--- config.mk ---
export PLATFORM = sky130hd
export DESIGN_NAME = line_cmd_arbiter_flat
export DESIGN_NICKNAME = d
export VERILOG_FILES = /design/src/rtl/line_cmd_arbiter_if.sv /design/src/rtl/line_cmd_arbiter.sv /design/src/flat_wrapper.sv
export SDC_FILE = /design/constraint.sdc
export NUM_CORES = 1
export LEC_CHECK = 0
export CORE_AREA = 5 5 133 135
export CTS_BUF_LIST = sky130_fd_sc_hd__clkbuf_4 sky130_fd_sc_hd__clkbuf_8
export CTS_CLUSTER_DIAMETER = 60
export CTS_CLUSTER_SIZE = 10
export DETAILED_ROUTE_END_ITERATION = 6
export DIE_AREA = 0 0 138 140
export GPL_ROUTABILITY_DRIVEN = 0
export PLACE_DENSITY_LB_ADDON = 0.08
export SKIP_CTS_REPAIR_TIMING = 1
export SLEW_MARGIN = 20
export SYNTH_ARGS = -nofsm -noshare
export SYNTH_HDL_FRONTEND = slang
export SYNTH_SLANG_ARGS = --single-unit
--- constraint.sdc ---
create_clock -name clk -period 4.33 [get_ports clk]
set_clock_uncertainty 0.1 [all_clocks]
set_input_delay 0.866 -clock clk [delete_from_list [all_inputs] [get_ports clk]]
set_output_delay 0.866 -clock clk [all_outputs]
set_load 0.1 [all_outputs]
--- src/rtl/line_cmd_arbiter_if.sv ---
// line_cmd_arbiter_if
//   Bundles every handshake and bus signal around the line-draw arbiter:
//   requester command channel, engine launch/pixel channel, framebuffer
//   write port and status.
//   slave  modport : the arbiter itself
//   master modport : the environment (drawing clients, engine, framebuffer)
//   Parameters: NREQ requesters, COLOR_W colour bits.
interface line_cmd_arbiter_if #(
    parameter int NREQ    = 4,
    parameter int COLOR_W = 8
);
    localparam int GW = $clog2(NREQ);

    // requester side
    logic [NREQ-1:0]         req_valid;
    logic [NREQ-1:0]         req_ready;
    logic [NREQ*44-1:0]      req_coord;   // per requester {x0,y0,x1,y1}
    logic [NREQ*COLOR_W-1:0] req_color;
    logic [NREQ-1:0]         req_done;

    // engine side
    logic                    eng_start;
    logic [10:0]             eng_x0;
    logic [10:0]             eng_y0;
    logic [10:0]             eng_x1;
    logic [10:0]             eng_y1;
    logic                    eng_plot;
    logic [10:0]             eng_x;
    logic [10:0]             eng_y;
    logic                    eng_done;

    // framebuffer write port
    logic                    fb_we;
    logic [10:0]             fb_x;
    logic [10:0]             fb_y;
    logic [COLOR_W-1:0]      fb_color;

    // status
    logic                    busy;
    logic [GW-1:0]           grant_id;
    logic [21:0]             pix_count;

    modport slave (
        input  req_valid, req_coord, req_color,
        input  eng_plot, eng_x, eng_y, eng_done,
        output req_ready, req_done,
        output eng_start, eng_x0, eng_y0, eng_x1, eng_y1,
        output fb_we, fb_x, fb_y, fb_color,
        output busy, grant_id, pix_count
    );

    modport master (
        output req_valid, req_coord, req_color,
        output eng_plot, eng_x, eng_y, eng_done,
        input  req_ready, req_done,
        input  eng_start, eng_x0, eng_y0, eng_x1, eng_y1,
        input  fb_we, fb_x, fb_y, fb_color,
        input  busy, grant_id, pix_count
    );
endinterface

--- src/rtl/line_cmd_arbiter.sv ---
// line_cmd_arbiter
//   Shares one line-draw engine between NREQ drawing clients. Commands are
//   taken over per-requester valid/ready, arbitrated round-robin, launched
//   on the engine, and the engine's pixels are forwarded (one registered
//   stage) to the framebuffer tagged with the command colour.
//
//   Ports:
//     clk      : clock
//     rst      : synchronous active-high reset (shared with the engine)
//     bus      : line_cmd_arbiter_if.slave
//                req_valid/req_ready/req_coord/req_color/req_done
//                eng_start/eng_x0..eng_y1/eng_plot/eng_x/eng_y/eng_done
//                fb_we/fb_x/fb_y/fb_color, busy/grant_id/pix_count
//
//   Optional build macro: LINE_ARB_CLIP_EN
//     defined   : pixels with eng_x >= SCREEN_W or eng_y >= SCREEN_H are
//                 dropped (no fb_we, not counted); the line still completes.
//     undefined : every engine pixel is forwarded; SCREEN_W/H unused.
module line_cmd_arbiter #(
    parameter int NREQ     = 4,
    parameter int COLOR_W  = 8,
    parameter int SCREEN_W = 800,
    parameter int SCREEN_H = 600
) (
    input  logic               clk,
    input  logic               rst,
    line_cmd_arbiter_if.slave  bus
);
    localparam int GW    = $clog2(NREQ);
    localparam int CMD_W = 44;

    typedef enum logic [1:0] {
        S_IDLE   = 2'd0,
        S_LAUNCH = 2'd1,
        S_DRAW   = 2'd2
    } state_t;

    state_t               r_state;
    state_t               w_state_nxt;

    logic [GW-1:0]        r_rr_ptr;
    logic [GW-1:0]        r_grant;
    logic [GW-1:0]        w_grant;
    logic                 w_found;
    logic                 w_accept;
    logic [NREQ-1:0]      w_ready;
    logic                 w_eng_start;
    logic                 w_busy;

    logic [CMD_W-1:0]     w_cmd;
    logic [COLOR_W-1:0]   w_color;
    logic                 w_keep;

    logic [10:0]          r_x0;
    logic [10:0]          r_y0;
    logic [10:0]          r_x1;
    logic [10:0]          r_y1;
    logic [COLOR_W-1:0]   r_color;

    logic                 r_fb_we;
    logic [10:0]          r_fb_x;
    logic [10:0]          r_fb_y;
    logic [COLOR_W-1:0]   r_fb_color;
    logic [21:0]          r_pix_count;
    logic [NREQ-1:0]      r_done;

    // ------------------------------------------------------------------
    // Round-robin search: first valid requester at or after r_rr_ptr.
    // Walking k downwards and overwriting leaves the smallest k (closest
    // to the pointer) as the winner.
    // ------------------------------------------------------------------
    always_comb begin : rr_search
        logic [GW-1:0] v_idx;
        w_found = 1'b0;
        w_grant = '0;
        v_idx   = '0;
        for (int k = NREQ - 1; k >= 0; k--) begin
            v_idx = GW'((int'(r_rr_ptr) + k) % NREQ);
            if (bus.req_valid[v_idx]) begin
                w_found = 1'b1;
                w_grant = v_idx;
            end
        end
    end

    // Selected command and colour of the current winner.
    assign w_cmd   = bus.req_coord[int'(w_grant)*CMD_W +: CMD_W];
    assign w_color = bus.req_color[int'(w_grant)*COLOR_W +: COLOR_W];

    // ------------------------------------------------------------------
    // Pixel filter. Unsigned compare so wrapped negatives are clipped.
    // ------------------------------------------------------------------
`ifdef LINE_ARB_CLIP_EN
    assign w_keep = bus.eng_plot &&
                    (32'(bus.eng_x) < SCREEN_W) &&
                    (32'(bus.eng_y) < SCREEN_H);
`else
    logic w_unused_screen;
    assign w_unused_screen = (SCREEN_W > 0) ^ (SCREEN_H > 0);
    assign w_keep = bus.eng_plot;
`endif

    // ------------------------------------------------------------------
    // FSM: state register
    // ------------------------------------------------------------------
    always_ff @(posedge clk) begin
        if (rst) begin
            r_state <= S_IDLE;
        end else begin
            r_state <= w_state_nxt;
        end
    end

    // ------------------------------------------------------------------
    // FSM: next state and state-decoded outputs
    // ------------------------------------------------------------------
    always_comb begin
        w_state_nxt = r_state;
        w_ready     = '0;
        w_accept    = 1'b0;
        w_eng_start = 1'b0;
        w_busy      = 1'b1;
        unique case (r_state)
            S_IDLE: begin
                w_busy = 1'b0;
                if (w_found) begin
                    // ready only goes to the winner, so valid&ready is
                    // simply "someone is valid" here.
                    w_ready[w_grant] = 1'b1;
                    w_accept         = 1'b1;
                    w_state_nxt      = S_LAUNCH;
                end
            end
            S_LAUNCH: begin
                w_eng_start = 1'b1;
                w_state_nxt = S_DRAW;
            end
            S_DRAW: begin
                if (bus.eng_done) begin
                    w_state_nxt = S_IDLE;
                end
            end
            default: begin
                w_state_nxt = S_IDLE;
            end
        endcase
    end

    // ------------------------------------------------------------------
    // Command latch and arbitration pointer
    // ------------------------------------------------------------------
    always_ff @(posedge clk) begin
        if (rst) begin
            r_rr_ptr <= '0;
            r_grant  <= '0;
            r_x0     <= '0;
            r_y0     <= '0;
            r_x1     <= '0;
            r_y1     <= '0;
            r_color  <= '0;
        end else if (w_accept) begin
            r_rr_ptr <= GW'((int'(w_grant) + 1) % NREQ);
            r_grant  <= w_grant;
            r_x0     <= w_cmd[43:33];
            r_y0     <= w_cmd[32:22];
            r_x1     <= w_cmd[21:11];
            r_y1     <= w_cmd[10:0];
            r_color  <= w_color;
        end
    end

    // ------------------------------------------------------------------
    // Pixel forwarding, pixel count and completion pulse.
    // Engine strobes outside DRAW are ignored entirely.
    // ------------------------------------------------------------------
    always_ff @(posedge clk) begin
        if (rst) begin
            r_fb_we     <= 1'b0;
            r_fb_x      <= '0;
            r_fb_y      <= '0;
            r_fb_color  <= '0;
            r_pix_count <= '0;
            r_done      <= '0;
        end else begin
            r_fb_we <= 1'b0;
            r_done  <= '0;
            if (w_accept) begin
                r_pix_count <= '0;
            end
            if (r_state == S_DRAW) begin
                r_fb_we    <= w_keep;
                r_fb_x     <= bus.eng_x;
                r_fb_y     <= bus.eng_y;
                r_fb_color <= r_color;
                // counted here rather than from r_fb_we so a pixel that
                // coincides with eng_done is still in the final count
                if (w_keep) begin
                    r_pix_count <= r_pix_count + 22'd1;
                end
                if (bus.eng_done) begin
                    r_done[r_grant] <= 1'b1;
                end
            end
        end
    end

    // ------------------------------------------------------------------
    // Outputs
    // ------------------------------------------------------------------
    assign bus.req_ready = w_ready;
    assign bus.req_done  = r_done;
    assign bus.eng_start = w_eng_start;
    assign bus.eng_x0    = r_x0;
    assign bus.eng_y0    = r_y0;
    assign bus.eng_x1    = r_x1;
    assign bus.eng_y1    = r_y1;
    assign bus.fb_we     = r_fb_we;
    assign bus.fb_x      = r_fb_x;
    assign bus.fb_y      = r_fb_y;
    assign bus.fb_color  = r_fb_color;
    assign bus.busy      = w_busy;
    assign bus.grant_id  = r_grant;
    assign bus.pix_count = r_pix_count;

endmodule
--- src/flat_wrapper.sv ---
// flat-port wrapper written by rule: the top's interface ports become plain ports
module line_cmd_arbiter_flat 
#(
    parameter int NREQ     = 4,
    parameter int COLOR_W  = 8,
    parameter int SCREEN_W = 800,
    parameter int SCREEN_H = 600
)
  (clk, rst, bus_req_valid, bus_req_coord, bus_req_color, bus_eng_plot, bus_eng_x, bus_eng_y, bus_eng_done, bus_req_ready, bus_req_done, bus_eng_start, bus_eng_x0, bus_eng_y0, bus_eng_x1, bus_eng_y1, bus_fb_we, bus_fb_x, bus_fb_y, bus_fb_color, bus_busy, bus_grant_id, bus_pix_count);
  line_cmd_arbiter_if #(.NREQ(NREQ), .COLOR_W(COLOR_W)) bus_i ();
  input  logic clk;
  input  logic rst;
  input wire logic [$bits(bus_i.req_valid)-1:0] bus_req_valid;
  input wire logic [$bits(bus_i.req_coord)-1:0] bus_req_coord;
  input wire logic [$bits(bus_i.req_color)-1:0] bus_req_color;
  input wire logic [$bits(bus_i.eng_plot)-1:0] bus_eng_plot;
  input wire logic [$bits(bus_i.eng_x)-1:0] bus_eng_x;
  input wire logic [$bits(bus_i.eng_y)-1:0] bus_eng_y;
  input wire logic [$bits(bus_i.eng_done)-1:0] bus_eng_done;
  output wire logic [$bits(bus_i.req_ready)-1:0] bus_req_ready;
  output wire logic [$bits(bus_i.req_done)-1:0] bus_req_done;
  output wire logic [$bits(bus_i.eng_start)-1:0] bus_eng_start;
  output wire logic [$bits(bus_i.eng_x0)-1:0] bus_eng_x0;
  output wire logic [$bits(bus_i.eng_y0)-1:0] bus_eng_y0;
  output wire logic [$bits(bus_i.eng_x1)-1:0] bus_eng_x1;
  output wire logic [$bits(bus_i.eng_y1)-1:0] bus_eng_y1;
  output wire logic [$bits(bus_i.fb_we)-1:0] bus_fb_we;
  output wire logic [$bits(bus_i.fb_x)-1:0] bus_fb_x;
  output wire logic [$bits(bus_i.fb_y)-1:0] bus_fb_y;
  output wire logic [$bits(bus_i.fb_color)-1:0] bus_fb_color;
  output wire logic [$bits(bus_i.busy)-1:0] bus_busy;
  output wire logic [$bits(bus_i.grant_id)-1:0] bus_grant_id;
  output wire logic [$bits(bus_i.pix_count)-1:0] bus_pix_count;
  assign bus_i.req_valid = bus_req_valid;
  assign bus_i.req_coord = bus_req_coord;
  assign bus_i.req_color = bus_req_color;
  assign bus_i.eng_plot = bus_eng_plot;
  assign bus_i.eng_x = bus_eng_x;
  assign bus_i.eng_y = bus_eng_y;
  assign bus_i.eng_done = bus_eng_done;
  assign bus_req_ready = bus_i.req_ready;
  assign bus_req_done = bus_i.req_done;
  assign bus_eng_start = bus_i.eng_start;
  assign bus_eng_x0 = bus_i.eng_x0;
  assign bus_eng_y0 = bus_i.eng_y0;
  assign bus_eng_x1 = bus_i.eng_x1;
  assign bus_eng_y1 = bus_i.eng_y1;
  assign bus_fb_we = bus_i.fb_we;
  assign bus_fb_x = bus_i.fb_x;
  assign bus_fb_y = bus_i.fb_y;
  assign bus_fb_color = bus_i.fb_color;
  assign bus_busy = bus_i.busy;
  assign bus_grant_id = bus_i.grant_id;
  assign bus_pix_count = bus_i.pix_count;
  line_cmd_arbiter #(.NREQ(NREQ), .COLOR_W(COLOR_W), .SCREEN_W(SCREEN_W), .SCREEN_H(SCREEN_H)) u_core (.clk(clk), .rst(rst), .bus(bus_i));
endmodule
# Yosys cells after proc, flatten, opt, wreduce, memory -nomap -nowiden
# Index checks and enable logic that the tools add are counted.
# op_classes
addsub	5
bitwise	2
reduce_logical	6
mux	32
shifts	2
n_mul	1
n_lt_le_gt_ge	8
eq_ne	4
# ops
op	count
176-bit by 32-bit indexed part select with 44-bit output	1
22-bit two-way mux	3
32-bit by 6-bit indexed part select with 8-bit output	1
22-bit by 1-bit adder with 22-bit output, second input constant	1
2-bit by 3-bit less-than comparator with 1-bit output, second input constant	6
1-bit two-way mux	14
2-bit two-way mux	6
1-bit binary-select mux with 2-bit select	4
4-bit two-way mux	2
2-bit by 4-bit multiplier with 6-bit output, second input constant	1
2-bit case mux with 3 select lines	1
2-bit by 1-bit adder with 2-bit output, second input constant	2
2-bit adder, second input constant	2
1-bit demux with 2-bit select	2
2-bit by 1-bit >= comparator with 1-bit output, second input constant	2
3-bit OR reduction	1
2-bit by 1-bit equality test with 1-bit output, second input constant	1
2-bit equality test, second input constant	1
1-bit logical AND	2
2-bit logical NOT	1
2-bit by 1-bit != test with 1-bit output, second input constant	1
2-bit != test, second input constant	1
1-bit inverter	2
2-bit AND reduction	1
2-bit OR reduction	1
# totals
register_bits	115
inputBits	238
word_cells	74
output_inout_bits	109

# Depth between registers and ports, before layout
# logic_depth
ltp_word	13
mapped_depth	8
depth_no_buf	6

# Least setup slack after synthesis
# Ideal clock, no wire load.
# synth_path
path_type	in2out
start	input port bus_req_valid[3]
end	output port bus_req_ready[0]
t_arrival_ns	3.852
setup_slack_ns	-0.488
cell_stages	6
path_buffers	2
required_time_ns	3.364
cell_sequence	nor2_1 -> or4b_1 -> buf_2 -> nand2_2 -> buf_4 -> nor3_1
# synth_via
elab_chain_len	12
elab_cells_between_ends	23
classes_between	2 x order compare; 20 x mux; 1 x reduce/logical
# synth_rtl
element	line	source
start: declaration	flat_wrapper.sv:13	input wire logic [$bits(bus_i.req_valid)-1:0] bus_req_valid;
1-bit binary-select mux with 2-bit select	line_cmd_arbiter.sv:79	if (bus.req_valid[v_idx]) begin
1-bit two-way mux (not written as such)	line_cmd_arbiter.sv:79	
2-bit two-way mux (4 in a row)	line_cmd_arbiter.sv:79	
2-bit by 3-bit less-than comparator with 1-bit output (not written as such) or 2-bit by 1-bit >= comparator with 1-bit output (tied branches)	line_cmd_arbiter.sv:129	w_ready[w_grant] = 1'b1;
1-bit logical AND (not written as such)	line_cmd_arbiter.sv:129	
1-bit two-way mux (not written as such)	line_cmd_arbiter.sv:129	
1-bit demux with 2-bit select	n/a	
4-bit two-way mux (*)	line_cmd_arbiter.sv:126	if (w_found) begin
4-bit two-way mux (*)	line_cmd_arbiter.sv:123	unique case (r_state)
end: declaration	flat_wrapper.sv:20	output wire logic [$bits(bus_i.req_ready)-1:0] bus_req_ready;
# Every way passes the cells marked *; elsewhere a longest branch is shown, timed or not. The select of a mux whose other input is x is not followed.

# Worst setup path in the final report
# layout_path
start	input port bus_req_valid[3]
end	output port bus_req_ready[1]
# Same word-level chain as after synthesis.

==> results.txt <==
mean post-synth cell area: 8.560 um^2
FF-to-FF path depth: 7
most frequent CP cell: nor2_1
critical path type: in -> out
Post-Syn Area: 5949 um^2
clk buf depth: 2
PD cells: 400.9 nW/um^2
vias per cell: 5.235
Worst Hold Depth: 2
first-pass GRT wire length: 35.91 mm
# setup viols final: 0
crit path launch type: input pin
Synth Flop Type: dfxtp_1
required time of the worst setup path: 3.36 ns
number of nets with antenna violations after routing: 0
Worst Max-Slew Pin Slew: 1.078 ns
max cap viols: 0
fin crit share: 88.14%
num rows: 47
#FFs+latches synth: 115
clk_lat worst skew: 0.43 ns
unrepaired setup endpoints after global routing: no
post-synthesis sequential area ratio: 38.70%
DIE AREA: 19,320 um^2
CTS tree: yes
Reg clk slew, reported paths: 0.08 ns
Slew Limit Fails: 0
Reg2Reg Setup Slack: 1.75 ns
Crit. End Element: output pin
total number of H-tree levels: 4
final hold vios: 0
Mapped Cells: 695
final WL: 23.76 mm
total track usage: 23.11%
Fmax achieved: 0.2620 GHz
I/O pin count: 347
reg2reg start: u_core.r_rr_ptr[1]
dpl ws: 0.5168 ns
antenna fix cells: 0
overall power: 3.997 mW
Post-synth EDFFs: 0
crit path to: bus_req_ready[1]
vias in the first global route: 6,415
status: finished clean
slack of the critical path: 0.5137 ns
FF-to-FF End: u_core.bus.eng_y0[6]
final net count: 1,255
CP arrival: 2.85 ns
chip width: 138 um
CP peak stage delay: 0.68 ns
antenna violations before repair: 0
layout cell share with drive strength beyond 1: 10.88%
Sink Count: 115
vias: 6,538
Post-DP HPWL: 17.56 mm
Initial Util: 36.39%
Lkg Pwr: 3.708 nW
CORE AREA: 16,350 um^2
YS warnings: 0
worst setup path startpoint: bus_req_valid[3]
Overflow after GRT: 0
min-delay worst type: reg -> reg
worst-path cell chain: clkdlybuf4s50_1 -> nor2_1 -> or4b_2 -> nand2_2 -> nand2_1 -> nor2_1 -> buf_12
WL/cell: 19.02 um
Port Buffers: 346
largest net degree at the start of global routing: 60
Iteration-0 DRC Markers: 244
area grow syn2layout: 67.59%
Post-synth ARST share: 0%
Cell variety after synth: 50
Peak VDD IR: 0.2051 mV
clock root cell: clkbuf_8
drt drc: 0
post-synthesis net count: 934
first-pass detailed-route iteration total: 5
Filler cells: 1,550
worst relative slew slack: 27.92%
Worst path slowest cell: or4b_2
Final min period: 3.816 ns
Critical Path Fanout Max: 4
Num CTS Buffers: 17
die height: 140 um
cell usage in the layout (no fill, tap or decap), types with 4 or more instances in the layout:
cell type / synthesis / layout
clkdlybuf4s50_1: 0 / 341
dfxtp_1: 115 / 115
nand2_1: 92 / 92
a21oi_1: 89 / 89
nand3_1: 57 / 57
o21ai_0: 50 / 50
a221o_1: 45 / 45
mux2_4: 39 / 39
nor2_1: 29 / 28
and3_1: 21 / 21
clkbuf_8: 0 / 18
a211oi_1: 15 / 15
buf_4: 1 / 13
o31ai_1: 9 / 9
a311oi_1: 8 / 8
mux2_2: 7 / 7
nor3_1: 6 / 6
buf_12: 0 / 6
nor2b_1: 6 / 5
clkinvlp_4: 0 / 5
or3_1: 4 / 4
clkinv_4: 0 / 4
stage by stage:
step	setup TNS, ns	cells	hold WS [ns]	area [um^2]	utilization, %
global route	0	1249	0.3712	9971	60.99
CTS	0	1249	0.3569	9971	60.99
global placement	0	1217	0.3396	9615	58.82
floorplan	-0.9769	695	0.3249	5949	-
detailed placement	0	1217	0.3453	9615	58.82
finish	0	1249	0.3528	9971	60.99
metal layers:
layer  part of all wire, %  wire (um)  up-vias  global-route usage, %
li1                      -          -     3222                      -
met2                    51      12200      252                  41.50
met3                   8.3       1983       29                  8.964
met4                   2.1        499        0                  6.604
met1                    38       9081     3035                  25.40
met5                     0          0        -                      0
worst min path at each step:
stage	end	startpoint
global placement	u_core.bus.eng_y1[10]	u_core.bus.eng_y1[10]
global route	u_core.bus.fb_color[7]	u_core.r_color[7]
CTS	u_core.bus.fb_y[3]	u_core.bus.fb_y[3]
detailed placement	u_core.bus.fb_y[3]	u_core.bus.fb_y[3]
floorplan	u_core.r_color[5]	u_core.r_color[5]
finish	u_core.bus.fb_y[3]	u_core.bus.fb_y[3]
critical path: cells and delay by family:
family        cells  cell delay, ns
buf+inv           2            0.73
simple gates      5            1.24
flip-flops by register name, indices dropped and copies added (netlist names), 2 cells and up:
name and cells:
u_core.bus.fb_y 11, u_core.r_state 2, u_core.bus.pix_count 22, u_core.bus.eng_x1 11, u_core.bus.eng_x0 11, u_core.bus.fb_x 11, u_core.bus.req_done 4, u_core.bus.eng_y0 11
u_core.bus.grant_id 2, u_core.bus.fb_color 8, u_core.r_rr_ptr 2, u_core.bus.eng_y1 11, u_core.r_color 8
area by class of cell:
| type | count | area (um^2) | share of cell area [%] |
|---|---|---|---|
| clock buffer | 18 | 247.7 | 2.485 |
| timing repair buffer | 361 | 3636 | 36.47 |
| inverter | 2 | 7.507 | 0.07529 |
| tap | 220 | 275.3 | 2.761 |
| clock inverter | 14 | 107.6 | 1.079 |
| sequential | 115 | 2302 | 23.09 |
| multi-input combinational | 519 | 3395 | 34.04 |
where the power goes:
group	internal (mW)	switching, mW	leakage, nW
sequential	1.17	0.0735	0.940
combinational	0.648	1.20	2.60
clock	0.414	0.492	0.169
kinds of logic after synthesis:
logic type,after synthesis,share of synthesized area [%]
AOI/OAI and AO/OA,227,24.90
xor gates and xnor gates,2,0.2945
adders and majority gates,1,0.2103
buffers and inverters,61,4.669
DFF,115,38.70
muxes,47,11.34
and+or+nand+nor,242,19.89
synthesized netlist by cell type (all sizes together), types with 3 or more instances:
cell | count | area, um^2
nor2b | 6 | 37.54
nand3 | 57 | 285.3
nand4 | 3 | 18.77
and2 | 3 | 18.77
a221o | 45 | 450.4
nand2 | 93 | 351.6
nor4 | 4 | 40.04
o31ai | 9 | 67.56
o21ai | 51 | 255.2
or2 | 3 | 18.77
mux2 | 46 | 664.4
nand3b | 3 | 22.52
a311oi | 8 | 70.07
clkbuf | 42 | 157.7
nor3 | 6 | 30.03
a31oi | 3 | 18.77
a21oi | 89 | 445.4
a211oi | 15 | 112.6
buf | 17 | 112.6
dfxtp | 115 | 2302
and3 | 21 | 131.4
or3 | 4 | 25.02
nor2 | 31 | 126.4
Note: power is estimated with default switching activity, not from simulation.
